===== src/rtl/hex_disp_pkg.sv =====
// Shared definitions for the hex display path: digit width, default debounce
// interval and a nibble selector for the packed digit bus.
package hex_disp_pkg;

  localparam int unsigned DIGIT_W             = 4;
  localparam int unsigned MAX_DIGITS          = 8;
  localparam int unsigned DEBOUNCE_CYCLES_DEF = 500000;

  // Return nibble i of a packed count (digit 0 is least significant).
  function automatic logic [DIGIT_W-1:0] digit_sel(
    input logic [DIGIT_W*MAX_DIGITS-1:0] count,
    input int unsigned                   i
  );
    logic [DIGIT_W*MAX_DIGITS-1:0] shifted;
    shifted   = count >> (DIGIT_W * i);
    digit_sel = shifted[DIGIT_W-1:0];
  endfunction

endpackage


===== src/rtl/key_debouncer.sv =====
// key_debouncer: two-flop synchroniser, stability counter and press-edge
// detector for a raw active-low pushbutton.
//   clk, rst_n  : clock, async active-low reset
//   key_n       : raw key, asynchronous to clk, 0 = pressed
//   key_stable  : debounced key level (1 = released)
//   press       : one-cycle pulse in the cycle after key_stable falls 1 -> 0
module key_debouncer
  import hex_disp_pkg::*;
#(
  parameter int unsigned DEBOUNCE_CYCLES = DEBOUNCE_CYCLES_DEF
) (
  input  logic clk,
  input  logic rst_n,
  input  logic key_n,
  output logic key_stable,
  output logic press
);

  localparam int unsigned CW = $clog2(DEBOUNCE_CYCLES);

  logic          sync1_q, sync1_d;
  logic          sync2_q, sync2_d;
  logic [CW-1:0] cnt_q, cnt_d;
  logic          key_stable_q, key_stable_d;
  logic          press_q, press_d;

  // Synchroniser feed, stability counting and edge detection.
  always_comb begin
    sync1_d      = key_n;
    sync2_d      = sync1_q;
    cnt_d        = '0;
    key_stable_d = key_stable_q;
    press_d      = 1'b0;
    if (sync2_q != key_stable_q) begin
      if (cnt_q == CW'(DEBOUNCE_CYCLES - 1)) begin
        key_stable_d = sync2_q;
        press_d      = ~sync2_q;  // only the falling edge is a press
      end else begin
        cnt_d = cnt_q + CW'(1);
      end
    end
  end

  always_ff @(posedge clk or negedge rst_n) begin
    if (!rst_n) begin
      sync1_q      <= 1'b1;
      sync2_q      <= 1'b1;
      cnt_q        <= '0;
      key_stable_q <= 1'b1;
      press_q      <= 1'b0;
    end else begin
      sync1_q      <= sync1_d;
      sync2_q      <= sync2_d;
      cnt_q        <= cnt_d;
      key_stable_q <= key_stable_d;
      press_q      <= press_d;
    end
  end

  assign key_stable = key_stable_q;
  assign press      = press_q;

endmodule


===== src/rtl/hex_step_counter.sv =====
// hex_step_counter: debounced pushbutton stepping a NUM_DIGITS-digit hex
// up/down counter that feeds the 7-segment decoders.
//   clk, rst_n  : clock, async active-low reset
//   key_n       : raw pushbutton, 0 = pressed
//   up_dn       : 1 = increment, 0 = decrement
//   clr         : synchronous clear of the count (wins over a step)
//   count       : packed digits, digit i = count[4i+3:4i]
//   step_pulse  : high for the cycle after each accepted step
// Build option: define HEX_AUTO_REPEAT_EN to add hold-to-repeat stepping
// (first repeat REPEAT_DELAY cycles after the press, then every
// REPEAT_PERIOD cycles while the key stays down).
module hex_step_counter
  import hex_disp_pkg::*;
#(
  parameter int unsigned DEBOUNCE_CYCLES = DEBOUNCE_CYCLES_DEF,
  parameter int unsigned NUM_DIGITS      = 4,
  parameter int unsigned REPEAT_DELAY    = 25000000,
  parameter int unsigned REPEAT_PERIOD   = 5000000
) (
  input  logic                          clk,
  input  logic                          rst_n,
  input  logic                          key_n,
  input  logic                          up_dn,
  input  logic                          clr,
  output logic [NUM_DIGITS*DIGIT_W-1:0] count,
  output logic                          step_pulse
);

  localparam int unsigned CNT_W = NUM_DIGITS * DIGIT_W;

  // Elaboration-time parameter sanity checks.
  if (DEBOUNCE_CYCLES < 2) begin : g_bad_debounce
    $error("DEBOUNCE_CYCLES must be >= 2");
  end
  if (NUM_DIGITS < 1 || NUM_DIGITS > MAX_DIGITS) begin : g_bad_digits
    $error("NUM_DIGITS must be 1..8");
  end
  if (REPEAT_DELAY < 1 || REPEAT_PERIOD < 1) begin : g_bad_repeat
    $error("REPEAT_DELAY and REPEAT_PERIOD must be >= 1");
  end

  logic key_stable;
  logic press;
  logic step_req_c;

  key_debouncer #(
    .DEBOUNCE_CYCLES(DEBOUNCE_CYCLES)
  ) u_key_debouncer (
    .clk       (clk),
    .rst_n     (rst_n),
    .key_n     (key_n),
    .key_stable(key_stable),
    .press     (press)
  );

`ifdef HEX_AUTO_REPEAT_EN
  localparam int unsigned RPT_MAX = (REPEAT_DELAY > REPEAT_PERIOD) ? REPEAT_DELAY : REPEAT_PERIOD;
  localparam int unsigned RW      = $clog2(RPT_MAX + 1);

  logic          rep_active_q, rep_active_d;
  logic [RW-1:0] rep_cnt_q, rep_cnt_d;
  logic          rep_fire_c;

  // Down-counting repeat timer: armed by a press, fires at zero, reloads
  // with the period; release or clr disarms it.
  always_comb begin
    rep_active_d = rep_active_q;
    rep_cnt_d    = rep_cnt_q;
    rep_fire_c   = 1'b0;
    if (clr || key_stable) begin
      rep_active_d = 1'b0;
      rep_cnt_d    = '0;
    end else if (press) begin
      rep_active_d = 1'b1;
      rep_cnt_d    = RW'(REPEAT_DELAY - 1);
    end else if (rep_active_q) begin
      if (rep_cnt_q == '0) begin
        rep_fire_c = 1'b1;
        rep_cnt_d  = RW'(REPEAT_PERIOD - 1);
      end else begin
        rep_cnt_d = rep_cnt_q - RW'(1);
      end
    end
  end

  always_ff @(posedge clk or negedge rst_n) begin
    if (!rst_n) begin
      rep_active_q <= 1'b0;
      rep_cnt_q    <= '0;
    end else begin
      rep_active_q <= rep_active_d;
      rep_cnt_q    <= rep_cnt_d;
    end
  end

  assign step_req_c = press | rep_fire_c;
`else
  // A press always coincides with key_stable low; the qualifier keeps the
  // step tied to a held key in both builds.
  assign step_req_c = press & ~key_stable;
`endif

  logic [CNT_W-1:0] count_q, count_d;
  logic             step_pulse_q, step_pulse_d;

  // Count update: clr first, then a step in the sampled direction.
  always_comb begin
    count_d      = count_q;
    step_pulse_d = 1'b0;
    if (clr) begin
      count_d = '0;
    end else if (step_req_c) begin
      count_d      = up_dn ? (count_q + CNT_W'(1)) : (count_q - CNT_W'(1));
      step_pulse_d = 1'b1;
    end
  end

  always_ff @(posedge clk or negedge rst_n) begin
    if (!rst_n) begin
      count_q      <= '0;
      step_pulse_q <= 1'b0;
    end else begin
      count_q      <= count_d;
      step_pulse_q <= step_pulse_d;
    end
  end

  assign count      = count_q;
  assign step_pulse = step_pulse_q;

endmodule


===== config.mk =====
export PLATFORM = sky130hd
export DESIGN_NAME = hex_step_counter
export DESIGN_NICKNAME = d
export VERILOG_FILES = /design/src/rtl/hex_disp_pkg.sv /design/src/rtl/key_debouncer.sv /design/src/rtl/hex_step_counter.sv
export SDC_FILE = /design/constraint.sdc
export NUM_CORES = 1
export LEC_CHECK = 0
export ABC_AREA = 1
export BUFFER_PORTS_ARGS = -buffer_cell sky130_fd_sc_hd__buf_4
export CORE_UTILIZATION = 65
export CTS_CLUSTER_DIAMETER = 200
export CTS_CLUSTER_SIZE = 40
export DETAILED_ROUTE_END_ITERATION = 8
export GPL_ROUTABILITY_DRIVEN = 1
export HOLD_SLACK_MARGIN = 0.15
export MAX_ROUTING_LAYER = met4
export PLACE_DENSITY = 0.94
export SYNTH_ARGS = -nofsm -noshare
export SYNTH_HDL_FRONTEND = slang
export SYNTH_SLANG_ARGS = --single-unit

===== constraint.sdc =====
create_clock -name clk -period 3 [get_ports clk]
set_input_delay 0.6 -clock clk [delete_from_list [all_inputs] [get_ports clk]]
set_output_delay 0.6 -clock clk [all_outputs]
set_load 0.05 [all_outputs]

# Yosys cells after proc, flatten, opt, wreduce, memory -nomap -nowiden

Index checks and enable logic that the tools add are counted.

Flip-flop bits (word level): 40
Output and inout bits: 17
Logic and storage cells: 26

Add/sub/neg operators: 3
Equal/unequal tests: 2
Multiplexer cells: 9
Bitwise logic cells: 3
Reductions and logical operators: 2

Operators by type and width:

| kind                                               | count |
|---|---|
| 2-to-1 mux 16 bit                                  | 3 |
| 2-to-1 mux 19 bit                                  | 2 |
| adder 19 x 1 -> 19 bit, second input constant      | 1 |
| == test 19 bit, second input constant              | 1 |
| adder 16 x 1 -> 16 bit, second input constant      | 1 |
| subtractor 16 x 1 -> 16 bit, second input constant | 1 |
| 2-to-1 mux 1 bit                                   | 4 |
| inverter 1 bit                                     | 2 |
| AND reduction 2 bit                                | 1 |
| nonzero test 2 bit                                 | 1 |
| AND 1 bit                                          | 1 |
| inequality test 1 bit                              | 1 |

# Depth between registers and ports, before layout

Gate-level depths: netlist of run 1.

Word-level depth: 4
Depth in mapped cells: 11
Mapped depth without buffers: 11

# By module

Synthesis of run 1 repeated with hierarchy kept, for this count alone.

Cells, all modules: 388
Area, all modules: 2728.9 sq um

Modules (own cells, without submodules):

| module           | instances | cells each | area an instance (sq um) |
|---|---|---|---|
| hex_step_counter | 1         | 238        | 1507.7 |
| key_debouncer    | 1         | 150        | 1221.2 |

# Worst setup path before layout of run 1

No wires, ideal clock.

Kind: input to register
From: in up_dn
To: reg count_q[13] (netlist: count[13])
Data arrival time: 1.937 ns
Path slack: 0.945 ns
Cell stages on the path: 9
Path buffers: 0
Cell sequence: inv_1 -> ha_1 -> or2_2 -> nand3_1 -> nand2_1 -> nand2_1 -> nand3_1 -> nand3_1 -> nand2_1

Word-level cells in the longest chain between the ends: 3

RTL lines:

| element                | line                    | text |
|---|---|---|
| start: declaration     | hex_step_counter.sv:23  | `input logic up_dn,` |
| 2-to-1 mux 16 bit      | hex_step_counter.sv:113 | `count_d = up_dn ? (count_q + CNT_W'(1)) : (count_q - CNT_W'(1));` |
| 2-to-1 mux 16 bit      | hex_step_counter.sv:112 | `end else if (step_req_c) begin` |
| 2-to-1 mux 16 bit      | hex_step_counter.sv:110 | `if (clr) begin` |
| end signal: assignment | hex_step_counter.sv:123 | `count_q <= count_d;` |
| end: declaration       | hex_step_counter.sv:103 | `logic [CNT_W-1:0] count_q, count_d;` |

No other way between the ends. The select of a mux whose other input is x is not followed.
A chain may end at the register's enable or synchronous reset.

# Final worst setup path of run 1

From: in up_dn
To: reg count_q[11] (netlist: count[11])

The elaborated chain is that of the path after synthesis.

==> results of run 1 <==
==> critical path, cell delays in order <==
cell and delay (ns):
buf_4 0.12, inv_1 0.41, ha_1 0.35, or2_2 0.30, nand3_1 0.09, nand2_1 0.11, nand2_1 0.13, nand3_1 0.09
nand3_1 0.09, nand2_1 0.05
==> cells in the mapped netlist, drive strengths merged <==
cell type    n  area share
nand2      127        0.18
inv         59       0.082
nor2        40       0.063
dfrtp       37        0.34
nand3       26       0.055
a21oi       20       0.039
ha          15       0.070
nor3        13       0.028
nand4        9       0.021
o21ai        8       0.015
or2          4      0.0093
xor2         4       0.013
dfstp        3       0.029
nor3b        3       0.012
and2         2      0.0046
buf          2      0.0037
nand3b       2      0.0056
xnor2        2      0.0065
a22o         1      0.0033
a32o         1      0.0037
clkbuf       1      0.0014
clkinv       1      0.0019
fa           1      0.0074
==> report_power, final <==
part / leakage [nW] / switching [W] / internal (W)
clock: 0.0614 / 0.000209 / 0.000272
sequential: 0.546 / 0.00000408 / 0.000544
combinational: 1.07 / 0.0000531 / 0.0000217
total: 1.68 / 0.000266 / 0.000838
==> cell type report <==
cell class                 instances  area [um2]  area share
inverter                          60       226.5     0.07473
clock buffer                       6       82.58     0.02725
multi-input combinational        278        1450      0.4785
timing repair buffer              22       165.2     0.05450
sequential                        40        1005      0.3315
tap                               50       62.56     0.02064
clock inverter                     2       38.79     0.01280
==> flip-flops by register name, summed over array words and instances, names as in the netlist <==
name / flops
u_key_debouncer.cnt_q: 19
count: 16
step_pulse: 1
u_key_debouncer.key_stable: 1
u_key_debouncer.press: 1
u_key_debouncer.sync1_q: 1
u_key_debouncer.sync2_q: 1
==> logic make-up (layout without fill, tap and decap cells) <==
| kind of cell | Yosys count | after routing | share of synthesized area |
|---|---|---|---|
| DFF | 40 | 40 | 0.3728 |
| and+or+nand+nor | 226 | 226 | 0.3811 |
| buffers and inverters | 63 | 90 | 0.08914 |
| AOI/OAI and AO/OA | 30 | 30 | 0.06035 |
| xor gates and xnor gates | 6 | 6 | 0.01950 |
| adders and majority gates | 16 | 16 | 0.07707 |
==> per-layer routing <==
metal	part of all wire	track usage	wire, um	up-vias
met2	0.53	0.5791	3253	81
li1	-	-	-	1264
met1	0.40	0.3304	2470	1192
met5	0	-	0	-
met3	0.045	0.07241	275	21
met4	0.026	0.1410	163	0
==> how the worst max path moves through the flow <==
stage | endpoint | slack [ns] | depth (start not counted) | start
2_1_floorplan | count[13] | 0.95 | 9 | up_dn
3_3_place_gp | count[15] | 0.64 | 10 | up_dn
3_5_place_dp | count[15] | 0.57 | 10 | up_dn
4_1_cts | count[11] | 0.87 | 10 | up_dn
5_1_grt | count[14] | 0.71 | 9 | up_dn
6_report | count[11] | 0.87 | 10 | up_dn
==> metrics by stage <==
| stage | power, W | std cells | setup WS (ns) | area (um2) | hold slack, ns |
|---|---|---|---|---|---|
| finish | 0.001105 | 458 | 0.8724 | 3030 | 0.2497 |
| global route | 0.001138 | 458 | 0.7087 | 3030 | 0.2907 |
| CTS | 0.001105 | 458 | 0.8737 | 3030 | 0.2727 |
| detailed placement | 0.0006334 | 450 | 0.5665 | 2909 | 0.3475 |
| global placement | 0.0006303 | 450 | 0.6435 | 2909 | 0.3461 |
| floorplan | 0.0006057 | 381 | 0.9451 | 2695 | 0.3044 |
==> flow_summary_export.csv, run 1 <==
group,metric,value,unit
worst_setup_path,rrSetupSlack,1.23,ns
final_layout,fill_cells,293,
timing,worstMarginPinSlew,0.7764,ns
worst_setup_path,rr_worst_depth,8,
worst_hold_path,hp-class,"in -> async",
floorplan,dieArea,4408,um2
global_routing,grt_overflow,0,
floorplan,fp-row-count,23,
drt,drc,0,
global_routing,grt_max_degree,41,
global_routing,grtUsageTotal,0.3206,
clocking,cts_hold_buffers,0,
global_routing,grt_pass1_vias,2395,
logic_synthesis,synth_cells,381,
worst_setup_path,startpoint_type,"input port",
placed_design,gp_congestion,0.9373,
logic_synthesis,yosysWarnings,0,
drt,drt_iter0_markers,144,
floorplan,die_y,66.39,um
clocking,clkSinkCount,40,
drt,via_count,2558,
timing,max_freq,470.0,MHz
placed_design,portBuffers,21,
final_layout,drive_gt1_frac,0.1275,
clocking,clockRootBuffer,"clkbuf_8",
timing,clock_skew,0.01106,ns
worst_setup_path,worstPathMaxFanout,15,
timing,final-max-slew-violation-count,0,
drt,via_per_inst,5.585,
floorplan,fp.dieW,66.39,um
floorplan,initial_core_util,0.6738,
worst_setup_path,crit_arrival,2.34,ns
clocking,worst_skew_pair.late_latency,0.31,ns
status,outcome,"finished, final reports clean",
worst_setup_path,critPathKind,"in -> reg",
logic_synthesis,synth.avg_cell_area,7.074,um2
timing,min_period,2.128,ns
final_layout,most-common-layout-cells,"nand2_1, inv_1, dfrtp_1, nor2_1, nand3_1",
worst_setup_path,endpoint_kind,"flip-flop",
logic_synthesis,syn_nets,402,
floorplan,ios,22,
logic_synthesis,synth_seq_cells,40,
final_layout,nets,428,
pwr,power.density,364.5,nW/um2
clocking,cts-resized-gates,0,
final_layout,final_util,0.7576,
drt,dr.pass1.iters,4,
timing,setup_viol,0,
logic_synthesis,synthesis.area,2695,um2
clocking,cts_setup_buffers,0,
worst_setup_path,worstReg2RegStart,"u_key_debouncer.cnt_q[0]",
timing,fin_tns_setup,0,ns
global_routing,antenna_found_initial,0,
worst_setup_path,timing.critical_path.required,3.21,ns
final_layout,diodes,0,
timing,hold_viol,0,
job,cap_violations,0,
clocking,numCtsBuffers,5,
worst_setup_path,timing.rr.end,"u_key_debouncer.cnt_q[15]",
pwr,leakage,1.676,nW
global_routing,grt_pass1_wl,10.19,mm
clocking,cts_tree,"yes",
clocking,path_clk_slew,0.09,ns
logic_synthesis,yosysSeqAreaShare,0.3728,
final_layout,area_growth,12.44,%
timing,fin_crit_sh,0.7092,
logic_synthesis,synthDistinctLibCells,35,
clocking,h-tree-depth,2,
final_layout,final_common_cell,"nand2_1",
timing,maxSlewHeadroom,0.4824,
drt,postRouteWirelength,6.162,mm
floorplan,core,4000,um2
timing,rsz0062_at_grt,"no",
placed_design,hpwl,4.452,mm
drt,ant_nets,0,
clocking,clk_path_buf_depth,2,
drt,drt-wirelength-per-cell,13.45,um
pwr,ir_drop,0.2938,mV
Power figures use the tool's default switching activity.
==> run 2, diff against run 1 <==
- CORE_UTILIZATION: 65 -> 54
- PLACE_DENSITY: 0.94 -> 0.84
- clock period: 3 -> 1.8 ns (I/O delays scaled with it)
==> run 2 against run 1 <==
  * First-iteration DRC count down 29%
  * Largest power group unchanged
  * Die area up 20%
  * Sequential power up 67%
  * Worst setup slack worse by 0.73 ns
  * Largest cell class unchanged
  * Sequential cell count unchanged
  * Register-to-register slack worse by 1.1 ns
==> flow_summary_export.csv, run 2 (same netlist as run 1, synthesis figures left out) <==
group,metric,value,unit
timing,final-max-slew-violation-count,0,
floorplan,core,4755,um2
global_routing,grt_max_degree,41,
worst_setup_path,timing.critical_path.required,2.02,ns
timing,fin_tns_setup,0,ns
drt,drc,0,
timing,timing.final.ws_setup,0.1413,ns
final_layout,largest_reg_flops,19,
final_layout,final_common_cell,"nand2_1",
drt,via_count,2549,
timing,min_period,1.659,ns
drt,drt-wirelength-per-cell,11.93,um
clocking,numCtsBuffers,5,
final_layout,most-common-layout-cells,"nand2_1, inv_1, buf_4, dfrtp_1, nor2_1",
clocking,path_clk_slew,0.08,ns
timing,hold_viol,0,
floorplan,fp.dieW,72.65,um
worst_setup_path,rrSetupSlack,0.14,ns
worst_hold_path,min_path_cells,2,
clocking,clkSinkCount,40,
pwr,power.density,569.4,nW/um2
status,outcome,"finished, final reports clean",
worst_setup_path,timing.rr.end,"u_key_debouncer.cnt_q[13]",
drt,drt_iter0_markers,102,
floorplan,ios,22,
clocking,clockRootBuffer,"clkbuf_8",
placed_design,hpwl,4.423,mm
timing,holdWs,0.3418,ns
worst_setup_path,worstReg2RegStart,"u_key_debouncer.cnt_q[0]",
placed_design,gp_congestion,0.9034,
timing,worstMarginPinSlew,0.6184,ns
global_routing,grt_overflow,0,
final_layout,fill_cells,385,
drt,ant_nets,0,
worst_hold_path,holdPathEnd,"step_pulse",
floorplan,fp-row-count,25,
floorplan,die_y,72.65,um
placed_design,post-place-ws,-0.1947,ns
final_layout,area_growth,21.12,%
timing,setup_viol,0,
timing,maxSlewHeadroom,0.5873,
drt,postRouteWirelength,5.917,mm
worst_hold_path,min_from,"clr",
worst_setup_path,startpoint_type,"flip-flop",
global_routing,antenna_found_initial,0,
floorplan,initial_core_util,0.5668,
final_layout,nets,449,
timing,fin_crit_sh,0.9215,
pwr,power.total,0.001859,W
timing,rsz0062_at_grt,"no",
worst_hold_path,hp-class,"in -> reg",
final_layout,top_register,"u_key_debouncer.cnt_q",
global_routing,grtUsageTotal,0.2611,
final_layout,stdcell_count,496,
timing,clock_skew,0.006854,ns
clocking,clk_path_buf_depth,2,
worst_setup_path,crit_arrival,1.88,ns
global_routing,grt_pass1_wl,10.34,mm
placed_design,dp_cells,485,
final_layout,drive_gt1_frac,0.1841,
drt,dr.pass1.iters,4,
pwr,ir_drop,0.5476,mV
worst_setup_path,rr_worst_depth,7,
clocking,worst_skew_pair.late_latency,0.31,ns
worst_setup_path,worstPathMaxFanout,5,
clocking,h-tree-depth,2,
final_layout,diodes,0,
drt,via_per_inst,5.139,
timing,max_freq,602.9,MHz
pwr,leakage,1.766,nW
worst_setup_path,critPathKind,"reg -> reg",
job,cap_violations,0,
placed_design,portBuffers,21,
clocking,cts_tree,"yes",
floorplan,dieArea,5277,um2
worst_setup_path,endpoint_kind,"flip-flop",
global_routing,grt_pass1_vias,2517,
run 2: changes by cell type in the layout (fill, tap and decap cells not counted), sizes merged:
cell         delta
buf            +19
inv             -1
clkbuf          -1
dlygate4sd3     +2
clkinv          +1
clkinvlp        +1
run 2: how the worst max path moves through the flow:
stage                                   from                        end  slack [ns]  cells past startpoint
finish              u_key_debouncer.cnt_q[0]  u_key_debouncer.cnt_q[13]        0.14                      7
detailed placement                     up_dn                  count[11]       -0.19                     11
global route                        count[6]                  count[15]       0.005                      9
floorplan                           count[2]                  count[13]       0.007                      8
global placement                       up_dn                  count[11]       -0.15                     11
CTS                                 count[0]                   count[8]        0.12                      9
run 2: routing by layer:
| metal | track usage | wire (um) | up-vias |
|---|---|---|---|
| li1 | - | - | 1309 |
| met1 | 0.2819 | 2532 | 1178 |
| met2 | 0.4777 | 3039 | 48 |
| met3 | 0.04144 | 230 | 14 |
| met4 | 0.1024 | 114 | 0 |
| met5 | - | 0 | - |
run 2: cell type report:
type | count | area, um2 | area share
clock buffers | 5 | 68.82 | 0.02108
inverters | 60 | 230.2 | 0.07053
repair buffers | 43 | 340.3 | 0.1043
clock inverters | 3 | 47.55 | 0.01456
multi-input cells | 278 | 1488 | 0.4557
flip-flops and latches | 40 | 1006 | 0.3082
well taps | 67 | 83.83 | 0.02568
run 2: through the flow:
| step | area, um2 | util |
|---|---|---|
| 4_1_cts | 3211 | 0.6753 |
| 5_1_grt | 3264 | 0.6866 |
| 3_5_place_dp | 3082 | 0.6482 |
| 6_report | 3264 | 0.6866 |
| 2_1_floorplan | 2699 | - |
| 3_3_place_gp | 3082 | 0.6482 |
run 2: power breakdown:
part           total, W  leakage [nW]  internal (W)  switching (W)
Clock          0.000782        0.0583      0.000418       0.000364
Combinational  0.000163          1.16     0.0000663      0.0000966
Sequential     0.000914         0.544      0.000907     0.00000706
run 2: worst max-delay path, stage by stage (launching register included):
cell	delay (ns)
dfrtp_1	0.41
ha_1	0.29
nand2_4	0.11
nor2_4	0.04
nand3_1	0.13
nand2_1	0.19
buf_4	0.21
nor3_1	0.19
run 2: timing repair:
item                                   CTS  global route
pin swaps                                0             2
setup endpoints to repair                3             5
hold buffers                             1             1
endpoints found under the hold margin   37             1
setup buffers                            0             1
gates resized for setup                  1             6
